### src/rtl/exc_sequencer_pkg.sv
// Shared core definitions for the exception sequencer: exception type codes,
// vector offsets, FSM encoding and the CP0 update payload.
package exc_sequencer_pkg;

    localparam int unsigned EXCT_W = 5;
    localparam int unsigned XLEN   = 32;
    localparam int unsigned CNT_W  = 8;

    localparam logic [EXCT_W-1:0] EXCT_INT  = 5'd0;
    localparam logic [EXCT_W-1:0] EXCT_TLBM = 5'd1;
    localparam logic [EXCT_W-1:0] EXCT_TLBI = 5'd2;
    localparam logic [EXCT_W-1:0] EXCT_ADE  = 5'd4;
    localparam logic [EXCT_W-1:0] EXCT_SYS  = 5'd8;
    localparam logic [EXCT_W-1:0] EXCT_BP   = 5'd9;
    localparam logic [EXCT_W-1:0] EXCT_RI   = 5'd10;
    localparam logic [EXCT_W-1:0] EXCT_OV   = 5'd12;
    localparam logic [EXCT_W-1:0] EXCT_TLBR = 5'd16;
    localparam logic [EXCT_W-1:0] EXCT_ERET = 5'd17;

    localparam logic [XLEN-1:0] VEC_OFF_REFILL  = 32'h0000_0000;
    localparam logic [XLEN-1:0] VEC_OFF_GENERAL = 32'h0000_0180;

    typedef enum logic [1:0] {
        ST_IDLE     = 2'd0,
        ST_DRAIN    = 2'd1,
        ST_COMMIT   = 2'd2,
        ST_REDIRECT = 2'd3
    } seq_state_e;

    typedef struct packed {
        logic              epc_we;
        logic              bva_we;
        logic [XLEN-1:0]   epc;
        logic [XLEN-1:0]   bva;
        logic [EXCT_W-1:0] exccode;
        logic              bd;
        logic              set_exl;
        logic              clr_exl;
        logic              clr_erl;
    } cp0_upd_t;

    // Refill shares the TLBL cause code; ERET leaves Cause untouched (code 0).
    function automatic logic [EXCT_W-1:0] exccode_of(input logic [EXCT_W-1:0] t);
        case (t)
            EXCT_TLBR: exccode_of = 5'd2;
            EXCT_ERET: exccode_of = 5'd0;
            default:   exccode_of = t;
        endcase
    endfunction

    function automatic logic needs_bva(input logic [EXCT_W-1:0] t);
        needs_bva = (t == EXCT_ADE) || (t == EXCT_TLBR) ||
                    (t == EXCT_TLBI) || (t == EXCT_TLBM);
    endfunction

endpackage

### src/rtl/exc_vector_calc.sv
// Combinational mapping of latched exception + CP0 status to the redirect
// target and the field values of the atomic CP0 update.
module exc_vector_calc
    import exc_sequencer_pkg::*;
#(
    parameter logic [XLEN-1:0] RESET_BASE  = 32'hBFC0_0200,
    parameter logic [XLEN-1:0] NORMAL_BASE = 32'h8000_0000
) (
    input  logic [EXCT_W-1:0] exc_type,
    input  logic [XLEN-1:0]   exc_pc,
    input  logic [XLEN-1:0]   exc_baddr,
    input  logic              exc_bd,
    input  logic              st_exl,
    input  logic              st_erl,
    input  logic              st_bev,
    input  logic [XLEN-1:0]   epc,
    input  logic [XLEN-1:0]   errorepc,
    output logic [XLEN-1:0]   target_pc_c,
    output cp0_upd_t          cp0_upd_c
);

    logic [XLEN-1:0] base;
    logic [XLEN-1:0] offset;

    always_comb begin
        base        = st_bev ? RESET_BASE : NORMAL_BASE;
        offset      = ((exc_type == EXCT_TLBR) && !st_exl) ? VEC_OFF_REFILL : VEC_OFF_GENERAL;
        target_pc_c = XLEN'(base + offset);
        cp0_upd_c   = '0;

        if (exc_type == EXCT_ERET) begin
            target_pc_c       = st_erl ? errorepc : epc;
            cp0_upd_c.clr_erl = st_erl;
            cp0_upd_c.clr_exl = !st_erl;
        end else begin
            cp0_upd_c.set_exl = 1'b1;
            cp0_upd_c.exccode = exccode_of(exc_type);
            // Nested exceptions keep the original EPC and BD.
            if (!st_exl) begin
                cp0_upd_c.epc_we = 1'b1;
                cp0_upd_c.epc    = exc_bd ? XLEN'(exc_pc - 32'd4) : exc_pc;
                cp0_upd_c.bd     = exc_bd;
            end
            if (needs_bva(exc_type)) begin
                cp0_upd_c.bva_we = 1'b1;
                cp0_upd_c.bva    = exc_baddr;
            end
        end
    end

endmodule

### src/rtl/exc_sequencer.sv
// Exception sequencer: freezes the pipeline, drains memory traffic, emits one
// atomic CP0 update and redirects fetch over a valid/ready handshake.
module exc_sequencer
    import exc_sequencer_pkg::*;
#(
    parameter int unsigned     DRAIN_MAX   = 255,
    parameter logic [XLEN-1:0] RESET_BASE  = 32'hBFC0_0200,
    parameter logic [XLEN-1:0] NORMAL_BASE = 32'h8000_0000
) (
    input  logic              clk,
    input  logic              rst,
    input  logic              exc_flag,
    input  logic [EXCT_W-1:0] exc_type,
    input  logic [XLEN-1:0]   exc_pc,
    input  logic [XLEN-1:0]   exc_baddr,
    input  logic              exc_bd,
    input  logic              bus_busy,
    input  logic              st_exl,
    input  logic              st_erl,
    input  logic              st_bev,
    input  logic [XLEN-1:0]   epc,
    input  logic [XLEN-1:0]   errorepc,
    input  logic              redir_ready,
    output logic              stall,
    output logic              flush,
    output logic              cp0_we,
    output logic              cp0_epc_we,
    output logic              cp0_bva_we,
    output logic [XLEN-1:0]   cp0_epc,
    output logic [XLEN-1:0]   cp0_bva,
    output logic [EXCT_W-1:0] cp0_exccode,
    output logic              cp0_bd,
    output logic              cp0_set_exl,
    output logic              cp0_clr_exl,
    output logic              cp0_clr_erl,
    output logic              redir_valid,
    output logic [XLEN-1:0]   redir_pc,
    output logic              drain_tmo
);

    seq_state_e        state_q, state_d;
    logic [EXCT_W-1:0] type_q, type_d;
    logic [XLEN-1:0]   pc_q, pc_d;
    logic [XLEN-1:0]   baddr_q, baddr_d;
    logic              bd_q, bd_d;
    logic [CNT_W-1:0]  cnt_q, cnt_d;
    logic              tmo_q, tmo_d;
    logic              cp0_we_q, cp0_we_d;
    cp0_upd_t          cp0_q, cp0_d;
    logic              redir_valid_q, redir_valid_d;
    logic [XLEN-1:0]   redir_pc_q, redir_pc_d;

    logic [XLEN-1:0]   target_pc_c;
    cp0_upd_t          cp0_upd_c;

    exc_vector_calc #(
        .RESET_BASE  (RESET_BASE),
        .NORMAL_BASE (NORMAL_BASE)
    ) u_vec (
        .exc_type    (type_q),
        .exc_pc      (pc_q),
        .exc_baddr   (baddr_q),
        .exc_bd      (bd_q),
        .st_exl      (st_exl),
        .st_erl      (st_erl),
        .st_bev      (st_bev),
        .epc         (epc),
        .errorepc    (errorepc),
        .target_pc_c (target_pc_c),
        .cp0_upd_c   (cp0_upd_c)
    );

    always_comb begin
        state_d       = state_q;
        type_d        = type_q;
        pc_d          = pc_q;
        baddr_d       = baddr_q;
        bd_d          = bd_q;
        cnt_d         = cnt_q;
        tmo_d         = tmo_q;
        cp0_we_d      = 1'b0;
        cp0_d         = '0;
        redir_valid_d = redir_valid_q;
        redir_pc_d    = redir_pc_q;

        case (state_q)
            ST_IDLE: begin
                if (exc_flag) begin
                    type_d  = exc_type;
                    pc_d    = exc_pc;
                    baddr_d = exc_baddr;
                    bd_d    = exc_bd;
                    cnt_d   = '0;
                    state_d = ST_DRAIN;
                end
            end
            ST_DRAIN: begin
                cnt_d = CNT_W'(cnt_q + 1'b1);
                // A drained bus wins over a simultaneous timeout.
                if (!bus_busy || (cnt_d == CNT_W'(DRAIN_MAX))) begin
                    tmo_d    = tmo_q | bus_busy;
                    state_d  = ST_COMMIT;
                    cp0_we_d = 1'b1;
                    cp0_d    = cp0_upd_c;
                end
            end
            ST_COMMIT: begin
                state_d       = ST_REDIRECT;
                redir_valid_d = 1'b1;
                redir_pc_d    = target_pc_c;
            end
            ST_REDIRECT: begin
                if (redir_ready) begin
                    redir_valid_d = 1'b0;
                    state_d       = ST_IDLE;
                end
            end
            default: state_d = ST_IDLE;
        endcase
    end

    always_ff @(posedge clk) begin
        if (rst) begin
            state_q       <= ST_IDLE;
            type_q        <= '0;
            pc_q          <= '0;
            baddr_q       <= '0;
            bd_q          <= 1'b0;
            cnt_q         <= '0;
            tmo_q         <= 1'b0;
            cp0_we_q      <= 1'b0;
            cp0_q         <= '0;
            redir_valid_q <= 1'b0;
            redir_pc_q    <= RESET_BASE;
        end else begin
            state_q       <= state_d;
            type_q        <= type_d;
            pc_q          <= pc_d;
            baddr_q       <= baddr_d;
            bd_q          <= bd_d;
            cnt_q         <= cnt_d;
            tmo_q         <= tmo_d;
            cp0_we_q      <= cp0_we_d;
            cp0_q         <= cp0_d;
            redir_valid_q <= redir_valid_d;
            redir_pc_q    <= redir_pc_d;
        end
    end

    assign stall       = (state_q != ST_IDLE);
    assign flush       = (state_q != ST_IDLE) | exc_flag;
    assign cp0_we      = cp0_we_q;
    assign cp0_epc_we  = cp0_q.epc_we;
    assign cp0_bva_we  = cp0_q.bva_we;
    assign cp0_epc     = cp0_q.epc;
    assign cp0_bva     = cp0_q.bva;
    assign cp0_exccode = cp0_q.exccode;
    assign cp0_bd      = cp0_q.bd;
    assign cp0_set_exl = cp0_q.set_exl;
    assign cp0_clr_exl = cp0_q.clr_exl;
    assign cp0_clr_erl = cp0_q.clr_erl;
    assign redir_valid = redir_valid_q;
    assign redir_pc    = redir_pc_q;
    assign drain_tmo   = tmo_q;

endmodule

### config.mk
export PLATFORM = sky130hd
export DESIGN_NAME = exc_sequencer
export DESIGN_NICKNAME = d
export VERILOG_FILES = /design/src/rtl/exc_sequencer_pkg.sv /design/src/rtl/exc_vector_calc.sv /design/src/rtl/exc_sequencer.sv
export SDC_FILE = /design/constraint.sdc
export NUM_CORES = 1
export LEC_CHECK = 0
export ABC_AREA = 1
export BUFFER_PORTS_ARGS = -buffer_cell sky130_fd_sc_hd__buf_4
export CAP_MARGIN = 15
export CORE_UTILIZATION = 45
export DETAILED_ROUTE_END_ITERATION = 6
export GPL_TIMING_DRIVEN = 0
export PLACE_DENSITY = 0.79
export SKIP_CTS_REPAIR_TIMING = 1
export SYNTH_ARGS = -nofsm -noshare
export SYNTH_HDL_FRONTEND = slang
export SYNTH_SLANG_ARGS = --single-unit
### constraint.sdc
create_clock -name clk -period 1.6 [get_ports clk]
set_input_delay 0.24 -clock clk [delete_from_list [all_inputs] [get_ports clk]]
set_output_delay 0.24 -clock clk [all_outputs]
set_load 0.1 [all_outputs]
Word level (Yosys, flattened, before mapping)
Index checks and enable logic that the tools add are counted.
Word-level totals
  bits in registers: 190
  input bits: 142
Cells by class
  add/sub/neg operators: 3
  equal/unequal tests: 12
  multiplexer cells: 18
  bitwise operators: 6
  reductions and logical operators: 24
Operator list (count)
  32-bit two-way mux: 3
  32-bit adder: 1
  32-bit by 3-bit subtractor with 32-bit output, second input constant: 1
  30-bit two-way mux: 1
  8-bit case mux with 2 select lines: 1
  5-bit OR reduction: 3
  5-bit equality test, second input constant: 2
  9-bit two-way mux: 1
  8-bit by 1-bit adder with 8-bit output, second input constant: 1
  8-bit equality test, second input constant: 1
  2-bit two-way mux: 4
  8-bit two-way mux: 1
  2-bit case mux with 4 select lines: 1
  2-bit AND reduction: 4
  4-bit OR reduction: 2
  2-bit != test, second input constant: 3
  2-bit nonzero test: 3
  5-bit by 1-bit equality test with 1-bit output, second input constant: 1
  5-bit by 2-bit equality test with 1-bit output, second input constant: 1
  5-bit by 3-bit equality test with 1-bit output, second input constant: 1
  1-bit two-way mux: 5
  2-bit equality test, second input constant: 2
  1-bit logical OR: 4
  1-bit inverter: 4
  9 further kinds: 12

Depth between registers and ports, before layout
  depth in word-level cells: 6
  depth in mapped cells: 13
  depth with buffers taken out: 13

Hierarchy
A second synthesis with hierarchy kept.
Unflattened totals
  cell total of the unflattened synthesis: 1236
  area, all modules: 8572.0 um2
Modules (own cells, without submodules)
  exc_sequencer: times used 1, cells each 793, area each 6681.4 um2
  exc_vector_calc: times used 1, cells each 443, area each 1890.6 um2

Worst setup path after synthesis
Ideal clock, no wire load.
  path type: register -> register
  start: reg state_q[0]
  end: reg cnt_q[0]
  arrival time: 1913 ps
  path slack: -429 ps
  stages on the path, launching flop included: 7
  clock period less this slack: 2029 ps
  cell sequence: dfxtp_1 inv_1 ha_1 nand2_1 o21ai_1 nor2_1 nor2_1
Between the ends
  cells in the longest elaborated chain, start to end: 3
  elaborated cells between the ends (all ways): 6
  those cells by class: eq/ne (2); mux (1); reduce/logical (3)
RTL lines
  from (decl): RTL line exc_sequencer.sv:41  | seq_state_e state_q, state_d;
  from (signal assigned): RTL line exc_sequencer.sv:136  | state_q <= state_d;
  2-bit by 1-bit equality test with 1-bit output / 2-bit zero test (equally long branches): RTL line exc_sequencer.sv:86  | case (state_q)
  2-bit nonzero test (no line) / 2-bit != test (equally long branches)
  2-bit AND reduction (no line)
  to (signal assigned): RTL line exc_sequencer.sv:141  | cnt_q <= cnt_d;
  to (decl): RTL line exc_sequencer.sv:46  | logic [CNT_W-1:0] cnt_q, cnt_d;
Several ways; a longest one is shown, not always the timed one.
A chain may end at the register's enable or synchronous reset.

Worst setup path in the final report
  start: reg cnt_q[0]
  end: reg cp0_q (netlist bit cp0_epc[19])
Between the ends
  cells in the longest elaborated chain, start to end: 5
RTL lines
  8-bit by 1-bit adder with 8-bit output: RTL line exc_sequencer.sv:98  | cnt_d = CNT_W'(cnt_q + 1'b1);
  8-bit equality test: RTL line exc_sequencer.sv:100  | if (!bus_busy || (cnt_d == CNT_W'(DRAIN_MAX))) begin
  1-bit logical OR: RTL line exc_sequencer.sv:100
  1-bit inverter (no line)
  5-bit OR reduction (no line)
  to (signal assigned): RTL line exc_sequencer.sv:144  | cp0_q <= cp0_d;
  to (decl): RTL line exc_sequencer.sv:49  | cp0_upd_t cp0_q, cp0_d;
Every way passes these cells.

==> run summary <==
The clock edge transition at the registers on the reported setup and hold paths was 70 ps; the count of port buffers added during placement was 252. The total of flip-flops plus latches after synthesis was 190. Ranked by total cell area, the synthesized netlist is headed by sky130_fd_sc_hd__dfxtp_1, sky130_fd_sc_hd__nor2_1, sky130_fd_sc_hd__o21ai_0.

For the number of nets in the layout, the log shows 1,363. Most common flop cell mapped by yosys: sky130_fd_sc_hd__dfxtp_1. Entering global routing, the biggest net connects 18 pins. The final reports fail on setup timing. Number of buffers added by the clock tree synthesis step: 17. Each instance of the synthesized netlist takes up on average 7.93 µm². The total overflow left after global routing is 0.

The startpoint identified for the worst register-to-register timing path is cnt_q[0]. After synthesis, the share of flip-flops with an asynchronous set or reset is 0%. Dividing the detail-routed wire length by the instance count gives 14.3 µm.

The maximum ir drop on the vdd rail came out at 843 µV. The run gives 12.0 ps as the maximum clock skew at final layout. The tools report the maximum clock frequency as 530 MHz.

In this run the count of I/O pins placed on the die edge is 254. The total count of hold-check failures in the final report was 0. The number of max-capacitance violations reported is 0.

STA classifies the critical path endpoint as a flip-flop. In this run the static leakage power is 4.59 nW. The area growth from synthesis to layout is 45.1%. The tools report the part of the Yosys area used for sequential elements as 51.7%. In this run the horizontal extent of the chip is 130 µm. Dividing the detail-routed via count by the number of cells gives 4.97.

In the global route stage, overall resource usage came out at 23.7%. The tools report the start point of the worst hold path as rst. The setup path with the least slack is of type flip-flop to flip-flop.

After floorplanning, the core was sized to cover 15,900 µm². The floorplan step set the die height to 130 µm. The area of the mapped netlist came out at 7350 µm². Of all cell types, the one taking the most synthesized area is sky130_fd_sc_hd__dfxtp_1.

Measured against its own limit, the worst slew margin works out to 57.7%. The number of clock sinks was 190. Beginning of the critical path: cnt_q[0].

The number of antenna violations at the first check in global routing came out at 0. The tools report the count of pins over their slew limit as 0. Fraction of layout instances using a drive strength above 1: 33.8%.

The overall power of the completed layout is 17.5 mW. The tools report the cell at the root of the clock tree as sky130_fd_sc_hd__clkbuf_16. Slew at the pin with the worst max-slew slack: 631 ps. The final HPWL from detailed placement is 15,100 µm, and the antenna violation net count after detailed routing is 0.

Detailed-route wire length: 20,700 µm. The detailed router placed 7,174 vias in this run. The critical path required time was 1960 ps; the overall die area was 16,900 µm². For the worst setup path, the data arrival time is 2240 ps. The min-delay analysis places its worst path in the category primary input to flip-flop. The tools report the total setup violations reported at the end of the flow as 81. The tools report the count of TritonRoute iterations in the first routing pass as 5. The most common cell in the netlist was sky130_fd_sc_hd__dfxtp_1.

The number of distinct library cells after synthesis was 32. No sink is reached through more buffers than the 2 on the longest clock path. The initialized floorplan defines 46 standard-cell rows. The first-iteration detailed-routing DRC count was 552; the register-to-register setup slack was -290 ps.

The weighted congestion at the end of routability-driven global placement is 0.884, and the post-synthesis net count is 1,077. After technology mapping, the gate count stands at 928. For the via count of the first global-routing pass, the log shows 6,420. Setup repair after global routing could not meet its margin everywhere. After synthesis, the most frequently instantiated cells are sky130_fd_sc_hd__dfxtp_1, sky130_fd_sc_hd__nor2_1, sky130_fd_sc_hd__o21ai_0. Adding up every negative setup slack in the final design gives -15,470 ps.

Deepest level of the CTS H-tree: 4. The type of origin of the critical path was a flip-flop. The number of enable-type register cells in the synthesized netlist came out at 0.

The worst path in the final design needs a cycle of 1890 ps, including I/O delays and setup. The clock reaches the later pin of the worst-skew pair after 420 ps. The power density over the cells was 1640 nW/µm². TritonCTS built the clock tree.

The tools report the final setup slack of the worst path as -286 ps. The area share of the largest cell type after synthesis came out at 51.7%. After detailed routing, the number of remaining DRC violations is 0. The layout has 1,274 filler cells. The initial utilization of the core area, before any placement, comes to 46.1%.

Wire length of the first global-routing pass: 30,700 µm. The flow ran to the end, but the final reports show violations. Dividing the final minimum period by the clock period gives 118%. The Yosys step of the flow raised 0 warnings. 0 antenna diodes ended up in the layout. The top fanout value on the critical path came out at 5.
-- report_power, final --
part	internal (mW)	switching, mW	leakage (nW)
sequential	5.58	0.550	1.55
clock	2.63	1.86	0.306
combinational	1.92	5.00	2.73
-- through the flow --
| step | util, % | hold WS [ps] | setup slack, ps | instance area [µm²] | std cells |
|---|---|---|---|---|---|
| floorplan | - | 325 | -15.0 | 7370 | 928 |
| global placement | 59.8 | 420 | -702 | 9530 | 1396 |
| detailed placement | 59.8 | 424 | -720 | 9530 | 1396 |
| CTS | 63.8 | 27.8 | -743 | 10200 | 1428 |
| global route | 66.9 | 34.6 | -398 | 10700 | 1443 |
| finish | 66.9 | 53.4 | -286 | 10700 | 1443 |
-- cells in the final DEF (no fill, tap or decap), drive strengths merged --
cell type / n
a21oi: 97
a22oi: 1
buf: 278
bufinv: 3
clkbuf: 57
clkinv: 3
clkinvlp: 4
dfxtp: 190
ha: 7
inv: 91
mux2i: 2
nand2: 96
nand3: 21
nand4: 11
nor2: 172
nor3: 7
nor4: 3
o2111ai: 1
o211ai: 20
o21ai: 111
o21bai: 2
o311ai: 9
or2: 23
xnor2: 9
xor2: 9
-- routing by layer --
layer / GRT usage (%) / vias to the layer above / part of all wire (%)
met2: 42.1 / 254 / 51
met5: 0 / - / 0
met1: 27.8 / 3293 / 41
met3: 5.49 / 28 / 6.1
li1: - / 3599 / -
met4: 8.41 / 0 / 1.8
-- path summary, 6_finish.rpt --
kind | to | depth (start not counted)
worst max register to register | cp0_epc[19] | 11
worst min-delay path | cp0_we | 2
worst max-delay path | cp0_epc[19] | 11
worst min register to register | cp0_bva[2] | 2
-- worst max-delay path, stage by stage, from the launching register on --
cell and delay [ps]:
sky130_fd_sc_hd__dfxtp_4 370, sky130_fd_sc_hd__ha_4 180, sky130_fd_sc_hd__nand3_4 100, sky130_fd_sc_hd__nand2_1 80
sky130_fd_sc_hd__nand2_2 90, sky130_fd_sc_hd__nand3_1 90, sky130_fd_sc_hd__nor2_2 130, sky130_fd_sc_hd__nand2_2 80
sky130_fd_sc_hd__nand2_4 110, sky130_fd_sc_hd__nand4_4 210, sky130_fd_sc_hd__clkbuf_16 250, sky130_fd_sc_hd__a21oi_2 110
-- area by class of cell --
class | instances | area, µm² | share of cell area, %
Clock buffer | 20 | 467 | 4.37
Buffer | 46 | 270 | 2.53
Sequential cell | 190 | 3820 | 35.8
Inverter | 89 | 340 | 3.19
Multi-Input combinational cell | 601 | 3250 | 30.5
Clock inverter | 12 | 178 | 1.67
Tap cell | 216 | 270 | 2.53
Timing Repair Buffer | 269 | 2070 | 19.4
-- logic make-up after synthesis --
family,synth area share [%]
buffers and inverters,7.43
AOI/OAI and AO/OA,18.1
xor gates and xnor gates,2.14
and+or+nand+nor,19.2
DFF,51.7
adders and majority gates,1.19
muxes,0.272
-- state kept, by name (all words and copies together) (netlist names), 2 cells and up --
register,count
pc_q,32
cp0_epc,32
type_q,5
cp0_exccode,5
cp0_bva,32
redir_pc,32
state_q,2
cnt_q,8
baddr_q,32
(Power assumes the default switching activity.)
